$ cat src/rtl/riscv_gpr_ctrl.sv
// rtl/riscv_gpr_ctrl.sv - GPR write-port controller: init sweep, then round-robin ALU/LSU writeback arbitration
module riscv_gpr_ctrl #(
    parameter logic [31:0] INIT_VALUE = 32'h0000_0000,
    parameter int          NREG       = 32
) (
    input  logic        clk,
    input  logic        rst,
    input  logic        alu_wr_valid,
    input  logic [4:0]  alu_wr_addr,
    input  logic [31:0] alu_wr_data,
    output logic        alu_wr_ready,
    input  logic        lsu_wr_valid,
    input  logic [4:0]  lsu_wr_addr,
    input  logic [31:0] lsu_wr_data,
    output logic        lsu_wr_ready,
    output logic        rf_wr_en,
    output logic [4:0]  rf_wr_addr,
    output logic [31:0] rf_wr_data,
    output logic        init_done
);

    typedef enum logic {
        ST_INIT,
        ST_RUN
    } state_t;

    localparam logic [5:0] SWEEP_END = 6'(NREG);

    state_t     state;
    state_t     state_next;
    logic [5:0] cnt;
    logic       prio_lsu;   // set when the LSU should win the next tie
    logic       alu_xfer;
    logic       lsu_xfer;

    always_comb begin
        state_next   = state;
        alu_wr_ready = 1'b0;
        lsu_wr_ready = 1'b0;
        unique case (state)
            ST_INIT: begin
                if (cnt == SWEEP_END) begin
                    state_next = ST_RUN;
                end
            end
            ST_RUN: begin
                if (!rst) begin
                    alu_wr_ready = alu_wr_valid && (!lsu_wr_valid || !prio_lsu);
                    lsu_wr_ready = lsu_wr_valid && (!alu_wr_valid || prio_lsu);
                end
            end
            default: state_next = ST_INIT;
        endcase
    end

    assign alu_xfer = alu_wr_valid && alu_wr_ready;
    assign lsu_xfer = lsu_wr_valid && lsu_wr_ready;

    always_ff @(posedge clk) begin
        if (rst) begin
            state      <= ST_INIT;
            cnt        <= '0;
            prio_lsu   <= 1'b0;
            rf_wr_en   <= 1'b0;
            rf_wr_addr <= '0;
            rf_wr_data <= '0;
            init_done  <= 1'b0;
        end else begin
            state    <= state_next;
            rf_wr_en <= 1'b0;
            unique case (state)
                ST_INIT: begin
                    if (cnt == SWEEP_END) begin
                        init_done <= 1'b1;
                    end else begin
                        rf_wr_en   <= 1'b1;
                        rf_wr_addr <= cnt[4:0];
                        rf_wr_data <= INIT_VALUE;
                        cnt        <= cnt + 6'd1;
                    end
                end
                ST_RUN: begin
                    // x0 writes are accepted but dropped; address/data lines keep their last value
                    if (alu_xfer) begin
                        prio_lsu <= 1'b1;
                        if (alu_wr_addr != 5'd0) begin
                            rf_wr_en   <= 1'b1;
                            rf_wr_addr <= alu_wr_addr;
                            rf_wr_data <= alu_wr_data;
                        end
                    end else if (lsu_xfer) begin
                        prio_lsu <= 1'b0;
                        if (lsu_wr_addr != 5'd0) begin
                            rf_wr_en   <= 1'b1;
                            rf_wr_addr <= lsu_wr_addr;
                            rf_wr_data <= lsu_wr_data;
                        end
                    end
                end
                default: ;
            endcase
        end
    end

endmodule
$ cat config.mk
export PLATFORM = sky130hd
export DESIGN_NAME = riscv_gpr_ctrl
export DESIGN_NICKNAME = d
export VERILOG_FILES = /design/src/rtl/riscv_gpr_ctrl.sv
export SDC_FILE = /design/constraint.sdc
export NUM_CORES = 1
export LEC_CHECK = 0
export BUFFER_PORTS_ARGS = -buffer_cell sky130_fd_sc_hd__buf_2
export CAP_MARGIN = 10
export CORE_MARGIN = 5
export CORE_UTILIZATION = 49
export DETAILED_ROUTE_END_ITERATION = 7
export PLACE_DENSITY_LB_ADDON = 0.12
export SLEW_MARGIN = 20
export SYNTH_ARGS = -nofsm -noshare
export SYNTH_HDL_FRONTEND = slang
export SYNTH_SLANG_ARGS = --single-unit
$ cat constraint.sdc
create_clock -name clk -period 3.7 [get_ports clk]
set_clock_uncertainty 0.15 [all_clocks]
set_input_delay 0.74 -clock clk [delete_from_list [all_inputs] [get_ports clk]]
set_output_delay 0.74 -clock clk [all_outputs]
set_load 0.01 [all_outputs]
==> out/qor_table.md <==
| Parameter | Value | Unit |
| --- | --- | --- |
| Setup TNS after final layout | 0 | ns |
| Total number of H-tree levels | 2 | - |
| Fill cell total of the finished layout | 418 | - |
| Initial core utilization | 50.5 | % |
| Worst hold path startpoint | rf_wr_data[10]$_SDFFE_PP0P_ | - |
| Layout Area Growth over Synthesis | 29.1 | % |
| Data arrival time of the critical path | 1.73 | ns |
| Netlist Area Pre-Place | 2390 | um^2 |
| Largest vdd supply drop | 0.127 | mV |
| Share of cell area taken by muxes after synthesis | 17.6 | % |
| Register-to-Register Setup Slack | 1.25 | ns |
| Weighted congestion at the end of routability-driven global placement | 0.848 | - |
| Number of buffers added by the clock tree synthesis step | 5 | - |
| Overflow left after global routing | 0 | - |
| Leading cell type by number of instances after synthesis | dfxtp_1 | - |
| Setup repair after global routing missed its margin | false | - |
| Worst-path fanout max | 17 | - |
| Ratio of final minimum period to clock period | 70.9 | % |
| Ranking of synthesized cells by area | dfxtp_1 (39%), mux2i_1 (18%), nand2b_1 (9.7%), and3_1 (8.7%), a21oi_1 (7.1%) | - |
| Fraction of final layout cells sized beyond drive strength 1 | 35.1 | % |
| Area enclosed by the die boundary | 6360 | um^2 |
| Avg Cell Area, Syn | 9.00 | um^2 |
| Hold violation total from the final report | 0 | - |
| Top cell types by occurrence after synthesis | dfxtp_1 (47), mux2i_1 (42), nand2b_1 (37) | - |
| Crit-path max cell delay | 0.59 | ns |
| Final WS setup | 1.08 | ns |
| Cell Pwr Density | 283 | nW/um^2 |
| Antenna diode instance count | 0 | - |
| Number of buffers inserted by hold repair at cts | 0 | - |
| Total of max-cap violations | 0 | - |
| Area fraction in compound gates after synthesis | 10.6 | % |
| Async set-reset flop share out of synthesis | 0 | % |
| Setup bufs post-CTS | 0 | - |
| Final Setup Violations | 0 | - |
| Clock-pin slew on the worst setup and hold paths | 0.08 | ns |
| Overall power consumption | 0.873 | mW |
| Final hold slack | 0.323 | ns |
| Number of iterations in the first detailed-routing pass | 4 | - |
| Post-route antenna net violation count | 0 | - |
| Post-cts resize count | 0 | - |
| Max-slew violation count | 0 | - |
| Detail-routed net length per standard cell | 14.0 | um |
| Critical Path, Cell by Cell | nand2_1 -> a211o_1 -> buf_4 -> inv_1 -> buf_2 | - |
| Proportion of synthesized chip area in sequential cells | 39.4 | % |
| Number of global-route vias before repair | 2131 | - |
| Number of cells on the worst reg-to-reg path | 6 | - |
| Total area of multi-input combinational cells | 1320 | um^2 |
| Adder and majority cell fraction of the synthesized area | 1.05 | % |
| Total number of nets in the final design | 454 | - |
| Flip-flop and latch count after synthesis | 47 | - |
| Max stage delay cell, worst path | dfxtp_1 | - |
| Kind of critical path | register to primary output | - |
| Vertical die dimension | 79.8 | um |
| Buffers from clock root to sink, at most | 2 | - |
| Half-perimeter wire length of the detailed placement result | 4500 | um |
| Area share of xor/xnor cells in the synthesized design | 1.84 | % |
| Insertion delay to the later sink of the worst-skew pair | 0.29 | ns |
| Post-Synth Simple-Gate Area | 24.3 | % |
| Startpoint types | register | - |
| EDFF count, synth | 0 | - |
| Initial antenna violation count | 0 | - |
| Wirelength, routed | 6170 | um |
| Post-synthesis cell type count | 27 | - |
| Synth Warn # | 0 | - |
| Drt via density | 5.09 | - |
| CTS tree | done | - |
| Main combinational cell family by area after synthesis | simple AND/OR/NAND/NOR gates | - |
| Syn nets | 345 | - |
| Setup slack at placement | 0.950 | ns |
| Top flip-flop cell by instance count after synthesis | dfxtp_1 | - |
| Wire length of the first global-routing pass | 9830 | um |
| Maximum clock rate | 0.381 | GHz |
| Worst reg2reg path startpoint | state$_SDFF_PP0_ | - |
| # port buffers | 118 | - |
| End of the worst register-to-register path | rf_wr_data[4]$_SDFFE_PP0P_ | - |
| Std cell rows | 25 | - |
| Type of element capturing the critical path | primary output | - |
| Via Count | 2241 | - |
| Largest net degree at the start of global routing | 49 | - |
| Layout Cell Area excl Fill | 3080 | um^2 |
| Cell area after placement | 3010 | um^2 |
| Share of the synthesized area in the top cell type | 39.4 | % |
| Worst path required time | 2.81 | ns |
| Static power due to leakage | 1.47 | nW |
| Outcome | completed | - |
| DRC errors left | 0 | - |
| Post-Syn Instances | 265 | - |
| Sinks on Clock Net | 47 | - |
| Final worst path period need | 2.62 | ns |
| Area of all sequential standard cells | 941 | um^2 |
| CTS root buffer | clkbuf_8 | - |
| GRT Overall Usage | 19.3 | % |
| Path class of the lowest-slack min-delay path | register to register | - |
| Min-Delay Path Depth | 2 | - |
| Normalized max-slew margin | 67.1 | % |
| Number of DRC violations after detailed-routing iteration 0 | 88 | - |
| Horizontal die dimension | 79.8 | um |
| Floorplan Core Area | 4720 | um^2 |
| Transition time at the pin with the least slew margin | 0.490 | ns |
| Hold Path Sink | rf_wr_data[10]$_SDFFE_PP0P_ | - |
| Yosys top cell by area | dfxtp_1 | - |
| Top-Level Pins | 119 | - |
-- flip-flops by register name, indices dropped and copies added, names as in the netlist --
name,flops
rf_wr_addr,5
cnt,6
state,1
prio_lsu,1
rf_wr_en,1
init_done,1
rf_wr_data,32
-- worst max-delay path by stage --
stage / endpoint / slack, ns / startpoint / cells after the start
after floorplan: alu_wr_ready / 1.13 / rst / 5
after global placement: rf_wr_data[18]$_SDFFE_PP0P_ / 1.02 / alu_wr_addr[0] / 6
after detailed placement: rf_wr_data[4]$_SDFFE_PP0P_ / 0.95 / alu_wr_addr[0] / 6
after CTS: alu_wr_ready / 1.09 / state$_SDFF_PP0_ / 5
after global routing: alu_wr_ready / 0.98 / state$_SDFF_PP0_ / 5
final: alu_wr_ready / 1.08 / state$_SDFF_PP0_ / 5
-- power breakdown --
| part | internal [mW] | leakage, nW | switching, mW |
|---|---|---|---|
| Clock | 0.126 | 0.0371 | 0.156 |
| Combinational | 0.0454 | 1.05 | 0.0300 |
| Sequential | 0.511 | 0.380 | 0.00478 |
-- cell usage in the layout (no fill, tap or decap), types with 2 or more instances in the layout --
cell and instances:
inv_1 3, a21oi_1 34, nand3_1 3, nor2b_1 2, xnor2_1 2, dfxtp_1 47
nand2b_1 37, a211o_1 6, clkbuf_8 5, buf_2 118, ha_1 2, nor2_1 17
mux2i_1 42, and3_1 33, buf_4 5, xor2_1 3, nand2_1 3
-- final cells by class --
type                    instances  share of cell area [%]
clock buffers                   6                    2.36
inverters                       3                   0.366
well taps                      67                    2.72
repair buffers                124                    21.0
flip-flops and latches         47                    30.6
multi-input cells             193                    43.0
-- layer usage --
metal	track usage [%]	up-vias	wire length (um)
met4	5.57	0	54
li1	-	1135	-
met3	4.40	5	500
met2	31.4	80	2820
met1	25.5	1021	2800
met5	0	-	0
-- through the flow --
stage | utilization (%) | instances
after floorplan | - | 265
after CTS | 65.2 | 440
after global placement | 63.7 | 434
after detailed placement | 63.7 | 434
final | 65.2 | 440
after global routing | 65.2 | 440
-- worst max-delay path, delay by kind of cell, from the launching register on --
family	cells	cell delay, ns
compound gates	1	0.33
buf+inv	3	0.42
simple gates	1	0.10
flops	1	0.59
-- kinds of logic (layout without fill, tap and decap cells) --
family	after synthesis	after routing
adder cells (fa/ha/maj)	2	2
buffers and inverters	25	133
AND/OR/NAND/NOR	100	100
AO/OA/AOI/OAI	44	44
multiplexers	42	42
flip-flops	47	47
XOR/XNOR	5	5
No activity file was read; power rests on OpenSTA's default activity.
